--- src/rtl/alu.sv ---
// 8-bit ALU for the tinyCPU datapath: 16 operations, registered result E and
// condition code cc = {C, Z}, one cycle of latency.
module alu (
  input  logic       clk,
  input  logic       reset,
  input  logic [7:0] A,
  input  logic [7:0] B,
  input  logic [3:0] op,
  output logic [7:0] E,
  output logic [1:0] cc
);

  typedef enum logic [3:0] {
    OpAdd   = 4'd0,
    OpSub   = 4'd1,
    OpAnd   = 4'd2,
    OpOr    = 4'd3,
    OpXor   = 4'd4,
    OpNot   = 4'd5,
    OpShl   = 4'd6,
    OpShr   = 4'd7,
    OpAsr   = 4'd8,
    OpRol   = 4'd9,
    OpRor   = 4'd10,
    OpInc   = 4'd11,
    OpDec   = 4'd12,
    OpPassA = 4'd13,
    OpPassB = 4'd14,
    OpCmp   = 4'd15
  } op_e;

  logic [7:0] e_q, e_d;
  logic [1:0] cc_q, cc_d;
  logic [8:0] sum, diff;
  logic [7:0] res;
  logic       carry;

  assign sum  = {1'b0, A} + {1'b0, B};
  assign diff = {1'b0, A} - {1'b0, B};

  always_comb begin
    res   = A;
    carry = 1'b0;
    e_d   = e_q;
    unique case (op)
      OpAdd:   begin res = sum[7:0];  carry = sum[8];  end
      OpSub,
      OpCmp:   begin res = diff[7:0]; carry = diff[8]; end
      OpAnd:   res = A & B;
      OpOr:    res = A | B;
      OpXor:   res = A ^ B;
      OpNot:   res = ~A;
      OpShl:   begin res = {A[6:0], 1'b0};  carry = A[7]; end
      OpShr:   begin res = {1'b0, A[7:1]};  carry = A[0]; end
      OpAsr:   begin res = {A[7], A[7:1]};  carry = A[0]; end
      OpRol:   begin res = {A[6:0], A[7]};  carry = A[7]; end
      OpRor:   begin res = {A[0], A[7:1]};  carry = A[0]; end
      OpInc:   begin res = A + 8'd1; carry = (A == 8'hFF); end
      OpDec:   begin res = A - 8'd1; carry = (A == 8'h00); end
      OpPassA: res = A;
      OpPassB: res = B;
      // Unknown opcodes fall back to PASSA so state never picks up garbage.
      default: begin res = A; carry = 1'b0; end
    endcase
    // CMP only updates flags; E keeps its previous value.
    if (op != OpCmp) e_d = res;
    cc_d = {carry, (res == 8'h00)};
  end

  always_ff @(posedge clk or posedge reset) begin
    if (reset) begin
      e_q  <= 8'h00;
      cc_q <= 2'b00;
    end else begin
      e_q  <= e_d;
      cc_q <= cc_d;
    end
  end

  assign E  = e_q;
  assign cc = cc_q;

endmodule

--- config.mk ---
export PLATFORM = sky130hd
export DESIGN_NAME = alu
export DESIGN_NICKNAME = d
export VERILOG_FILES = /design/src/rtl/alu.sv
export SDC_FILE = /design/constraint.sdc
export NUM_CORES = 1
export LEC_CHECK = 0
export CORE_UTILIZATION = 50
export CTS_CLUSTER_SIZE = 40
export DETAILED_ROUTE_END_ITERATION = 12
export PLACE_DENSITY_LB_ADDON = 0.12
export SLEW_MARGIN = 20
export SYNTH_ARGS = -nofsm -noshare
export SYNTH_HDL_FRONTEND = slang
export SYNTH_SLANG_ARGS = --single-unit
--- constraint.sdc ---
create_clock -name clk -period 1.6 [get_ports clk]
set_input_delay 0.24 -clock clk [delete_from_list [all_inputs] [get_ports clk]]
set_output_delay 0.24 -clock clk [all_outputs]
set_load 0.005 [all_outputs]
==> results of run 1 <==
[through the flow]
stage | hold slack (ps) | util, %
after floorplan | 80.2 | -
after global placement | 462 | 77.7
after detailed placement | 471 | 77.7
after CTS | 281 | 90.9
[layer usage]
| metal | track usage (%) | GRT overflow |
|---|---|---|
| met5 | 32.3 | 0 |
| met4 | 123 | 147 |
| met3 | 69.9 | 4 |
| met2 | 126 | 276 |
| met1 | 88.7 | 5 |
[cells by family after synthesis]
family / Yosys count
flops: 10
simple gates: 112
buf+inv: 56
compound gates: 114
mux: 6
xor+xnor: 13
fa+ha+maj: 27
[synthesized netlist by cell type, types with 6 or more instances]
library cell	number	area share (%)
sky130_fd_sc_hd__ha_1	25	13
sky130_fd_sc_hd__o31ai_1	8	2.4
sky130_fd_sc_hd__xnor2_1	11	3.9
sky130_fd_sc_hd__nor2_1	29	4.4
sky130_fd_sc_hd__dfrtp_1	10	10
sky130_fd_sc_hd__buf_2	13	2.6
sky130_fd_sc_hd__clkbuf_1	6	0.91
sky130_fd_sc_hd__o211ai_1	6	1.8
sky130_fd_sc_hd__o21ai_0	16	3.2
sky130_fd_sc_hd__nand2b_1	6	1.5
sky130_fd_sc_hd__a21oi_1	23	4.7
sky130_fd_sc_hd__nand3_1	12	2.4
sky130_fd_sc_hd__inv_1	25	3.8
sky130_fd_sc_hd__nor3_1	7	1.4
sky130_fd_sc_hd__nand2_1	30	4.6
[repair_timing]
item,CTS
setup buffers,21
pin swaps,55
gates cloned,1
resized for setup,170
setup endpoints to repair,10
==> metrics.json, run 1 <==
{
  "overflow": 432,
  "numClockSinks": 10,
  "synth_compound_gate_area_share_pct": 33.6,
  "cts_max_level": 1,
  "toolErrorMsg": "[ERROR GRT-0232] Routing congestion too high. Check the congestion heatmap in the GUI.",
  "dpl.hpwl_um": 7240,
  "ioPinCount": 32,
  "post_synth_xor_area_fraction_pct": 4.62,
  "ys_types": 67,
  "dpl.cell_count": 522,
  "postPlaceCellArea_mm2": 0.00367,
  "status": "did not finish",
  "postSynthCellCount": 338,
  "synth_enable_flop_cells": 0,
  "buffer_depth_of_the_longest_clock_path": 2,
  "synth_adder_area_share_pct": 14.3,
  "cts_inserted_buffers": 3,
  "synth_mux_area_share_pct": 2.54,
  "postSynthRegisterBits": 10,
  "ys.warnings.count": 0,
  "die_h_um": 72.2,
  "preCtsSetupSlack_ps": -1290,
  "core.rowCount": 25,
  "initial_utilization_pct": 52.2,
  "numPortBuffers": 31,
  "cts_hold_buf": 0,
  "die_w_um": 72.2,
  "synth_top_family_by_area": "compound AO/OA/AOI/OAI gates",
  "global_route.usage.total_pct": 98.2,
  "synth_flop_cell": "sky130_fd_sc_hd__dfrtp_1",
  "worst_endpoint_kind": "sequential cell input",
  "outcome.stop_stage": "global routing",
  "postSynthNetCount": 387,
  "post_synth_instance_area_mm2": 0.00246,
  "ctsRootBufferMaster": "sky130_fd_sc_hd__clkbuf_8",
  "postSynth.asyncResetShare_pct": 100,
  "synthSimpleGateAreaFrac_pct": 23.8,
  "grt_max_degree": 24,
  "worstEndpointGrtRepair": "cc[0]$_DFF_PP0_/D",
  "finalWeightedCongestion": 0.966,
  "synthesized_area_per_cell_um2": 7.29,
  "synth-seq-area-share_pct": 10.2
}
==> run 2: changes to the inputs <==
Settings changed: CORE_UTILIZATION 50 to 35, CTS_CLUSTER_SIZE 40 to unset, PLACE_DENSITY_LB_ADDON 0.12 to 0.15.
==> run 2 against run 1 <==
- the flow now finishes, with violations (setup timing)
- synthesized area stayed put
- synthesized cell count stayed put
==> metrics.json, run 2 <==
{
  "status": {"value": "finished with violations", "change": "was did not finish"},
  "violations": "setup timing",
  "fin_worst_skew_ps": 0,
  "synthesized_area_per_cell": {"value": 7.29, "unit": "µm²", "change": "unchanged"},
  "power_density_mw_per_mm2": 456,
  "power.static_leakage_nw": 1.84,
  "use_met2_pct": 48.6,
  "core.rowCount": {"value": 30, "change": "was 25"},
  "post_synth_most_frequent_cells": {"value": "sky130_fd_sc_hd__nand2_1 (30), sky130_fd_sc_hd__nor2_1 (29), sky130_fd_sc_hd__ha_1 (25), sky130_fd_sc_hd__inv_1 (25), sky130_fd_sc_hd__a21oi_1 (23)", "change": "unchanged"},
  "fin_worst_hold_slack_ps": 281,
  "finalNetCount": 524,
  "tritoncts": "built",
  "worst_hold_path_class": "input port to async pin",
  "drtAntennaViolNets": 0,
  "die_h": {"value": 85.9, "unit": "µm", "change": "was 72.2 µm"},
  "category_of_the_critical_setup_timing_path": "input port to flop",
  "via_count": 3171,
  "overflow": 0,
  "clock.fmax_ghz": 0.495,
  "dpl.hpwl": {"value": 7480, "unit": "µm", "change": "was 7240 µm"},
  "critical-path-top-cell-by-count": "sky130_fd_sc_hd__nand2_1",
  "global_route.usage.total_pct": 28.1,
  "die_area_mm2": 0.00738,
  "drive_above_1_share_pct": 51.1,
  "globalRoute.busiestLayer": "met2",
  "end_kind": "flop",
  "clkLatencyLatePin_ps": 240,
  "postSynthRegisterBits": {"value": 10, "change": "unchanged"},
  "largest_reg_flops": 8,
  "final_min_period_over_clock_period_pct": 126,
  "timing.reg2reg.worst_path_depth": 1,
  "multiInputGateArea_mm2": 0.00243,
  "synth-seq-area-share": {"value": 10.2, "unit": "%", "change": "unchanged"},
  "synth_enable_flop_cells": {"value": 0, "change": "unchanged"},
  "setup_viol": 9,
  "ctsRootBufferMaster": {"value": "sky130_fd_sc_hd__clkbuf_8", "change": "unchanged"},
  "worstPathRequired_ps": 1780,
  "cts_hold_buf": {"value": 0, "change": "unchanged"},
  "postSynthCellCount": {"value": 338, "change": "unchanged"},
  "die_w": {"value": 85.9, "unit": "µm", "change": "was 72.2 µm"},
  "worst_slew_margin_rel_pct": 71.8,
  "ff2ff_setup_slack_ps": 840,
  "fillerInstances": 577,
  "grt_max_degree": 22,
  "crit_path_cell_trace": "buf_8 > nand4bb_1 > nand2_1 > nand2_1 > ha_2 > or3_4 > a21oi_2 > nor3b_1 > o22ai_1 > nand3b_1 > nor3b_2 > and4bb_1",
  "worstReg2RegEnd": "E[5]",
  "synth_flop_cell": {"value": "sky130_fd_sc_hd__dfrtp_1", "change": "unchanged"},
  "global_route_wire_length_before_repair_um": 16300,
  "layout_commonest_cell": "sky130_fd_sc_hd__buf_4",
  "postRouteWirelength_um": 10100,
  "synthToLayoutAreaGrowth_pct": 78.2,
  "postSynth.asyncResetShare": {"value": 100, "unit": "%", "change": "unchanged"},
  "wire_per_inst_um": 17.7,
  "post_synth_instance_area": {"value": 0.00246, "unit": "mm²", "change": "unchanged"},
  "cts_max_level": {"value": 1, "change": "unchanged"},
  "finalWeightedCongestion": {"value": 0.977, "change": "was 0.966"},
  "critical_path.max_fanout": 3,
  "timing.final.ws_setup_ps": -422,
  "finalWorstPathRequiredPeriod_ps": 2020,
  "top_library_cells_by_usage_in_the_layout_fill_and_taps_aside": "sky130_fd_sc_hd__buf_4 (107), sky130_fd_sc_hd__nand2_1 (28), sky130_fd_sc_hd__nor2_1 (28)",
  "final.setup.tns_ps": -2240,
  "power.ir.vdd_worst_mv": 0.257,
  "number_of_antenna_violations_at_the_first_check_in_global_routing": 0,
  "buffer_depth_of_the_longest_clock_path": {"value": 2, "change": "unchanged"},
  "drcViolationCount": 0,
  "maximum_cell_stage_delay_along_the_critical_path_ps": 350,
  "total_power_w": 0.00200,
  "stdcell_area_mm2": 0.00439,
  "cap_viol_max_count": 0,
  "drt-vias-per-instance": 5.56,
  "synth_top_cell_area_share": {"value": 12.7, "unit": "%", "change": "unchanged"},
  "first_global_vias": 3200,
  "crit_path_launch_type": "input port",
  "grt_util_met3_pct": 4.91,
  "regArea_um2": 250,
  "postPlaceCellArea": {"value": 0.00369, "unit": "mm²", "change": "was 0.00367 mm²"},
  "ys.warnings.count": {"value": 0, "change": "unchanged"},
  "netlist_top_cells_area": {"value": "sky130_fd_sc_hd__ha_1 (13%), sky130_fd_sc_hd__dfrtp_1 (10%), sky130_fd_sc_hd__a21oi_1 (4.7%)", "change": "unchanged"},
  "fp.coreArea_mm2": 0.00679,
  "cts.clk_slew.worst_paths_ps": 50,
  "numClockSinks": {"value": 10, "change": "unchanged"},
  "antenna_cells": 0,
  "initialDrtViolationCount": 216,
  "worst_pin_slew_ps": 413,
  "ys_types": {"value": 67, "change": "unchanged"},
  "reg2reg_from": "E[5]",
  "slowest_cp_cell": "sky130_fd_sc_hd__or3_4",
  "ioPinCount": {"value": 32, "change": "unchanged"},
  "timing.critical_path.arrival_ps": 2200,
  "setup_repair_after_global_routing_missed_its_margin": "yes",
  "initial_utilization": {"value": 36.3, "unit": "%", "change": "was 52.2%"},
  "report.final.hold_viol_count": 0,
  "drtPass1Iterations": 4,
  "grt.met1_usage_pct": 35.3,
  "synth.most_common_cell": {"value": "sky130_fd_sc_hd__nand2_1", "change": "unchanged"},
  "cts_inserted_buffers": {"value": 3, "change": "unchanged"},
  "synth_top_area_cell": {"value": "sky130_fd_sc_hd__ha_1", "change": "unchanged"},
  "postSynthNetCount": {"value": 387, "change": "unchanged"},
  "numPortBuffers": {"value": 31, "change": "unchanged"},
  "finalMaxSlewViolations": 0
}
## run 2: worst max-delay path, delay by kind of cell
| kind | cells | cell delay [ps] |
|---|---|---|
| AND/OR/NAND/NOR | 8 | 1320 |
| adder cells (fa/ha/maj) | 1 | 170 |
| AO/OA/AOI/OAI | 2 | 380 |
| buffers and inverters | 1 | 100 |
## run 2: worst max-delay path by stage
stage | startpoint | to | slack, ps
floorplan | op[2] | cc[0] | -610
global placement | op[3] | cc[0] | -1270
detailed placement | A[0] | cc[0] | -1250
CTS | op[0] | cc[0] | -440
global route | op[0] | cc[0] | -540
finish | op[0] | cc[0] | -420
## run 2: through the flow
| step | setup WS [ps] | std cells | util (%) |
|---|---|---|---|
| 3_3_place_gp | -1270 | 547 | 54.3 |
| 5_1_grt | -544 | 570 | 64.6 |
| 6_report | -422 | 570 | 64.6 |
| 3_5_place_dp | -1250 | 547 | 54.3 |
| 4_1_cts | -442 | 569 | 63.0 |
| 2_1_floorplan | -606 | 338 | - |
## run 2: area by class of cell
type | instances | area share, %
multi-input combinational | 272 | 55.4
timing repair buffer | 160 | 31.9
sequential | 10 | 5.70
inverter | 28 | 3.05
tap | 96 | 2.74
clock buffer | 4 | 1.25
## run 2: per-layer routing
| metal | share of wire (%) | vias to the layer above |
|---|---|---|
| li1 | - | 1523 |
| met5 | 0 | - |
| met3 | 5.8 | 24 |
| met1 | 43 | 1512 |
| met2 | 49 | 112 |
| met4 | 2.5 | 0 |
## run 2: what timing repair did
action,4_1_cts,5_1_grt
cloned,1,0
setup endpoints to repair,10,10
buffers inserted,19,1
resized for setup,172,18
pin swaps,61,13
## run 2: where the power goes
group          leakage [nW]  internal [W]  switching (W)
logic                  1.69      0.000713       0.000650
clock network        0.0288      0.000217       0.000110
registers             0.122      0.000292      0.0000208
total                  1.84       0.00122       0.000781
## run 2: cells by family (layout without fill, tap and decap cells)
logic type | Yosys count | count (layout) | synth area share, %
simple gates | 112 | 112 | 23.8
flops | 10 | 10 | 10.2
buf+inv | 56 | 192 | 11.0
compound gates | 114 | 114 | 33.6
mux | 6 | 6 | 2.54
fa+ha+maj | 27 | 27 | 14.3
xor+xnor | 13 | 13 | 4.62
Note: power is estimated with default switching activity, not from simulation.
==> run 3: changes to the inputs <==
Settings changed: CAP_MARGIN set to 20.
==> results of run 3 <==
Same layout as run 2: the final DEF is identical, and so are final timing and power.
